$ cat src/rtl/id_ex_stage.sv
// ID/EX pipeline register with load-use hazard detection and a saturating
// count of stall bubbles. Flush squashes the decode instruction ahead of stall.
module id_ex_stage #(
    parameter int DATA_W = 32,
    parameter int CNT_W  = 16
) (
    input  logic              clk,
    input  logic              reset,
    input  logic [4:0]        IFID_Rs,
    input  logic [4:0]        IFID_Rt,
    input  logic [4:0]        ID_Rd,
    input  logic [DATA_W-1:0] ID_ReadData1,
    input  logic [DATA_W-1:0] ID_ReadData2,
    input  logic [DATA_W-1:0] ID_SignExt,
    input  logic              ID_RegDst,
    input  logic              ID_ALUSrc,
    input  logic              ID_MemRead,
    input  logic              ID_MemWrite,
    input  logic              ID_MemtoReg,
    input  logic              ID_RegWrite,
    input  logic [2:0]        ID_ALUOp,
    input  logic              Flush,
    output logic [4:0]        IDEXRs,
    output logic [4:0]        IDEXRt,
    output logic [4:0]        IDEXRd,
    output logic [DATA_W-1:0] IDEX_ReadData1,
    output logic [DATA_W-1:0] IDEX_ReadData2,
    output logic [DATA_W-1:0] IDEX_SignExt,
    output logic              IDEX_RegDst,
    output logic              IDEX_ALUSrc,
    output logic              IDEX_MemRead,
    output logic              IDEX_MemWrite,
    output logic              IDEX_MemtoReg,
    output logic              IDEX_RegWrite,
    output logic [2:0]        IDEX_ALUOp,
    output logic              PCWrite,
    output logic              IFIDWrite,
    output logic              Stall,
    output logic [CNT_W-1:0]  StallCount
);

    logic bubble;

    // $0 is never a real hazard source, so a load targeting it never stalls
    assign Stall     = IDEX_MemRead && (IDEXRt != 5'd0) &&
                       ((IDEXRt == IFID_Rs) || (IDEXRt == IFID_Rt));
    assign PCWrite   = Flush | ~Stall;
    assign IFIDWrite = Flush | ~Stall;
    assign bubble    = Stall | Flush;

    always_ff @(posedge clk or posedge reset) begin
        if (reset) begin
            IDEXRs         <= '0;
            IDEXRt         <= '0;
            IDEXRd         <= '0;
            IDEX_ReadData1 <= '0;
            IDEX_ReadData2 <= '0;
            IDEX_SignExt   <= '0;
            IDEX_RegDst    <= 1'b0;
            IDEX_ALUSrc    <= 1'b0;
            IDEX_MemRead   <= 1'b0;
            IDEX_MemWrite  <= 1'b0;
            IDEX_MemtoReg  <= 1'b0;
            IDEX_RegWrite  <= 1'b0;
            IDEX_ALUOp     <= '0;
            StallCount     <= '0;
        end else begin
            if (bubble) begin
                // register numbers cleared too so forwarding never matches a bubble
                IDEXRs         <= '0;
                IDEXRt         <= '0;
                IDEXRd         <= '0;
                IDEX_ReadData1 <= '0;
                IDEX_ReadData2 <= '0;
                IDEX_SignExt   <= '0;
                IDEX_RegDst    <= 1'b0;
                IDEX_ALUSrc    <= 1'b0;
                IDEX_MemRead   <= 1'b0;
                IDEX_MemWrite  <= 1'b0;
                IDEX_MemtoReg  <= 1'b0;
                IDEX_RegWrite  <= 1'b0;
                IDEX_ALUOp     <= '0;
            end else begin
                IDEXRs         <= IFID_Rs;
                IDEXRt         <= IFID_Rt;
                IDEXRd         <= ID_Rd;
                IDEX_ReadData1 <= ID_ReadData1;
                IDEX_ReadData2 <= ID_ReadData2;
                IDEX_SignExt   <= ID_SignExt;
                IDEX_RegDst    <= ID_RegDst;
                IDEX_ALUSrc    <= ID_ALUSrc;
                IDEX_MemRead   <= ID_MemRead;
                IDEX_MemWrite  <= ID_MemWrite;
                IDEX_MemtoReg  <= ID_MemtoReg;
                IDEX_RegWrite  <= ID_RegWrite;
                IDEX_ALUOp     <= ID_ALUOp;
            end
            // flush-induced bubbles are not stalls
            if (Stall && !Flush && (StallCount != '1))
                StallCount <= StallCount + {{(CNT_W-1){1'b0}}, 1'b1};
        end
    end

endmodule

$ cat config.mk
export PLATFORM = sky130hd
export DESIGN_NAME = id_ex_stage
export DESIGN_NICKNAME = d
export VERILOG_FILES = /design/src/rtl/id_ex_stage.sv
export SDC_FILE = /design/constraint.sdc
export NUM_CORES = 1
export LEC_CHECK = 0
export CORE_MARGIN = 2
export CORE_UTILIZATION = 40
export DETAILED_ROUTE_END_ITERATION = 8
export MAX_ROUTING_LAYER = met4
export PLACE_DENSITY = 0.89
export SYNTH_ARGS = -nofsm -noshare
export SYNTH_HDL_FRONTEND = slang
export SYNTH_SLANG_ARGS = --single-unit
export TNS_END_PERCENT = 20
$ cat constraint.sdc
create_clock -name clk -period 8.77 [get_ports clk]
set_input_delay 0.877 -clock clk [delete_from_list [all_inputs] [get_ports clk]]
set_output_delay 0.877 -clock clk [all_outputs]
set_load 0.005 [all_outputs]
After elaboration in Yosys (flattened, before gate mapping)
Cells that the tools add are included.

word-level totals
  memories = 0
  bits in writable memories = 0
  latch bits = 0
  logic and storage cells = 41
  output and inout port bits = 139
  input bits = 123
  bits in registers = 136
  bits in read-only memories = 0

operators by class
  shifts and indexed selects = 0
  equality and inequality tests = 3
  $add $sub $neg = 1
  magnitude comparators = 0
  reduce and logical (&&, ||, !) cells = 7
  $mul = 0
  divide/modulo/power cells = 0
  bitwise logic cells = 3
  multiplexer cells = 13

operator list
  kind                                            number
  two-way mux 32 bit                              3
  adder 16 x 1 -> 16 bit (second input constant)  1
  inequality test 16 bit (second input constant)  1
  two-way mux 5 bit                               3
  equality test 5 bit                             2
  two-way mux 1 bit                               6
  nonzero test 5 bit                              1
  logical AND 1 bit                               4
  two-way mux 3 bit                               1
  OR 1 bit                                        2
  logical NOT 1 bit                               1
  logical OR 1 bit                                1
  inverter 1 bit                                  1

Logic depth before layout (Yosys ltp)
  depth after elaboration = 5
  mapped depth = 7
  mapped depth without buffers = 5

Worst setup path before layout
OpenSTA, ideal clock, no wires.

  path kind = in2out
  start point = input port IFID_Rt[4]
  end point = output port PCWrite
  stages on the path = 6
  path buffers = 1
  data arrival time = 1.933 ns
  setup slack = 5.960 ns
  cells stage by stage = xnor2_1 > nand3_1 > o22ai_1 > and2_2 > nand2b_1 > buf_4

between the ends
  longest elaborated chain between the ends = 5

ends and longest elaborated chain
  what                 RTL line  RTL
  start, declared      10        input logic [4:0] IFID_Rt,
  equality test 5 bit  46        ((IDEXRt == IFID_Rs) || (IDEXRt == IFID_Rt));
  logical OR 1 bit     46
  logical AND 1 bit    45        assign Stall = IDEX_MemRead && (IDEXRt != 5'd0) &&
  via Stall            38        output logic Stall,
  inverter 1 bit       -
  OR 1 bit             -
  end, declared        36        output logic PCWrite,

The timed path passes the listed nets, and every way through them passes these cells.

Worst setup path in the final report
  start point = input port IFID_Rt[0]
  end point = output port IFIDWrite

between the ends
  longest elaborated chain between the ends = 5

ends and longest elaborated chain
  what                 RTL line  RTL
  equality test 5 bit  46
  logical OR 1 bit     46
  logical AND 1 bit    45
  inverter 1 bit       48        assign IFIDWrite = Flush | ~Stall;
  OR 1 bit             48
  end, declared        37        output logic IFIDWrite,

Every way passes these cells.

==> results.md <==
* Setup Crit Path Kind: primary input to output port
* Wire per inst at 16.18 um
* Syn Inst Count at 350
* Largest net degree at the start of global routing at 104
* Most common cell in the netlist: dfrtp_1
* Worst Hold Class: register to register
* Vias at 3509
* Synth top area cells: dfrtp_1 71%, and2_1 14%, xnor2_1 4.6%, and2_2 2.8%, nand3_1 1.3%
* Die width at 113.6 um
* Share of cells above drive strength 1 at 0.09048
* Clock Tree Root: clkbuf_16
* Fin crit period at 3.617 ns
* Hold WS at 0.5000 ns
* Crit. Startpoint: IFID_Rt[0]
* DP Cell Count at 746
* Initial antenna violation count at 0
* Leakage power at 0.003542 uW
* Slew @ Worst Pin at 0.8928 ns
* Setup violation total in the final timing report at 0
* Max_cap viols at 0
* CTS H-tree depth at 4
* Peak supply drop at 130.3 uV
* Met3 WL at 778 um
* Ys flop type: dfrtp_1
* Met2 wire len at 6804 um
* Clk Latency, worst-skew pair at 0.41 ns
* Sw Pwr at 324.3 uW
* Synth top area share at 0.7083
* Critical path peak fanout at 17
* Slew margin rel. at 0.4048
* Mapped Avg Cell Area at 13.73 um^2
* Post-Syn Area at 4805 um^2
* RSZ-0062 raised after global routing: no
* DRT antenna net count at 0
* Register clock-pin slew on the reported worst setup and hold paths at 0.05 ns
* Seq pwr share at 0.440
* Postcts setup bufs at 0
* Area Overhead vs Synth at 69.11%
* Hold Crit Start: StallCount[8]$_DFFE_PP0P_
* Drt total wl at 12570 um
* Die area at 12900 um^2
* Routability cong. at 0.8562
* Fin crit share at 0.4125
* Fin nets at 742
* Crit path DAT at 2.74 ns
* Total track usage at 0.2071
* Required @ worst endpoint at 7.89 ns
* Hold depth at 1
* Setup TNS at 0 ns
* Critical Path Source Type: primary input
* DRC Markers at 0
* Number of synthesized flops with an enable pin at 0
* Met1 Wirelength at 4562 um
* Status: finished clean
* R2R depth at 6
* Switch share at 0.2116
* Post-cts sizing count at 0
* Layout Cells excl Fill at 777
* Hold_buf cts at 0
* Yosys warning total at 0
* Ant diodes at 0
* Die Ht at 113.6 um
* Hpwl dp at 9392 um
* Cell-internal power at 1208 uW
* Vias in the first global route at 3782
* CTS tree: built
* DR iter-0 viols at 140
* Clock network fraction of total power at 0.439
* Commonest cells post-synth: 136 x dfrtp_1, 106 x and2_1, 25 x xnor2_1
* First-pass GRT wire length at 19520 um
* Final Hold Violating Endpoints at 0
* GRT Residual Overflow at 0
* Highest routed layer: met4
* Comb pwr share at 0.121
* Power Density at 188.6 nW/um^2
* FFs w/ async S/R, synth at 1.000
* Kind of end point of the critical path: output port
* Drt pass-1 iters at 4
* Clock skew at 0.007454 ns
* Ports at 262
* TritonCTS Buffers at 17
* Drt via density at 4.516
* Highest Clock Rate at 0.2764 GHz
* Synth cell types at 31
* Synth Register Bits at 136
* Yosys top cell by area: dfrtp_1
* Syn nets at 474
* FF-to-FF Start: IDEXRt[1]$_DFF_PP0_
* Count of input and output buffers at 261
* Core area at 11860 um^2
* Clock sink count at 136
* Sequential area share after synthesis at 0.7083
* Rows at 40
* Initial Util at 0.4051
* Final Max Slew Viols at 0
* Bufs on Longest Clock Path at 2
==> sequential cells by signal (all words and copies together) (netlist names) <==
name	flops
StallCount	16
IDEXRt	5
IDEX_SignExt	32
IDEX_ALUSrc	1
IDEX_ALUOp	3
IDEX_ReadData2	32
IDEXRd	5
IDEX_MemWrite	1
IDEX_RegWrite	1
IDEX_MemtoReg	1
IDEX_RegDst	1
IDEXRs	5
IDEX_ReadData1	32
IDEX_MemRead	1
==> final cells by class <==
type | instances | area (um^2)
Fill cell | 863 | 3736
Tap cell | 147 | 183.9
Timing Repair Buffer | 265 | 2643
Clock buffer | 23 | 498.0
Clock inverter | 8 | 70.07
Sequential cell | 136 | 3403
Inverter | 2 | 12.51
Multi-Input combinational cell | 196 | 1315
==> critical path: stages <==
cell and delay, ns:
clkdlybuf4s50_1 0.48, xnor2_1 0.14, nand3_1 0.11, o22ai_1 0.17, buf_4 0.24, and2_2 0.19
nand2b_1 0.08, clkdlybuf4s50_1 0.45
==> kinds of logic after synthesis <==
logic type      share of synthesized area
compound gates                   0.006773
xor+xnor                          0.04557
fa+ha+maj                        0.002604
buf+inv                           0.01953
flops                              0.7083
mux                              0.002344
simple gates                       0.2148
==> per-layer routing <==
layer / global-route usage / vias to the layer above
met4: 0.1033 / 0
met5: - / -
li1: - / 1636
met3: 0.06217 / 36
met2: 0.3505 / 140
met1: 0.2217 / 1697
==> metrics by stage <==
stage	setup slack, ns	power, uW	util	area (um^2)
after floorplan	4.254	736.6	-	4805
after global placement	5.216	866.5	0.6371	7557
after detailed placement	5.176	873.2	0.6371	7557
after CTS	5.169	1547	0.6850	8125
after global routing	5.045	1591	0.6850	8125
final	5.153	1532	0.6850	8125
==> placed cells by master, fill, tap and decap left out <==
| cell type | Yosys | layout |
|---|---|---|
| dfrtp_1 | 136 | 136 |
| nor4_1 | 1 | 1 |
| nor2b_1 | 2 | 2 |
| nand4b_1 | 1 | 1 |
| o22ai_1 | 1 | 1 |
| and4_1 | 2 | 2 |
| clkbuf_8 | 0 | 5 |
| nor3b_1 | 1 | 1 |
| buf_4 | 1 | 4 |
| nor2_1 | 1 | 1 |
| and2_2 | 18 | 18 |
| and2_1 | 106 | 106 |
| nand3_1 | 12 | 12 |
| inv_2 | 1 | 1 |
| o21ai_2 | 1 | 1 |
| nand3b_1 | 1 | 1 |
| clkinv_2 | 0 | 5 |
| nand2_1 | 6 | 6 |
| or4_1 | 1 | 1 |
| clkbuf_16 | 0 | 17 |
| inv_6 | 0 | 1 |
| a21oi_4 | 0 | 1 |
| nor3_1 | 1 | 1 |
| a311oi_1 | 1 | 1 |
| and3_1 | 5 | 5 |
| clkinvlp_4 | 0 | 2 |
| nand2b_1 | 1 | 1 |
| clkbuf_1 | 2 | 1 |
| xnor2_1 | 25 | 25 |
| clkdlybuf4s50_1 | 0 | 261 |
| bufinv_16 | 0 | 1 |
| mux2_2 | 1 | 1 |
| ha_1 | 1 | 1 |
| nand4_1 | 6 | 6 |
==> power by group through the flow <==
| stage | clock network (uW) | registers (uW) | logic, uW |
|---|---|---|---|
| global placement | 0 | 684 | 182 |
| floorplan | 0 | 688 | 48.3 |
| finish | 672 | 675 | 185 |
| detailed placement | 0 | 686 | 187 |
| global route | 713 | 678 | 200 |
| CTS | 683 | 675 | 189 |
==> final timing paths <==
check	to	slack, ns
worst max-delay path	IFIDWrite	5.15
worst min-delay path	StallCount[8]$_DFFE_PP0P_	0.50
worst max register to register	IDEX_ReadData2[8]$_DFF_PP0_	6.09
worst min register to register	StallCount[8]$_DFFE_PP0P_	0.50
max in group asynchronous	IDEX_ReadData1[5]$_DFF_PP0_	6.57
min in group asynchronous	IDEX_ReadData2[29]$_DFF_PP0_	0.91
Note: power is estimated with default switching activity, not from simulation.
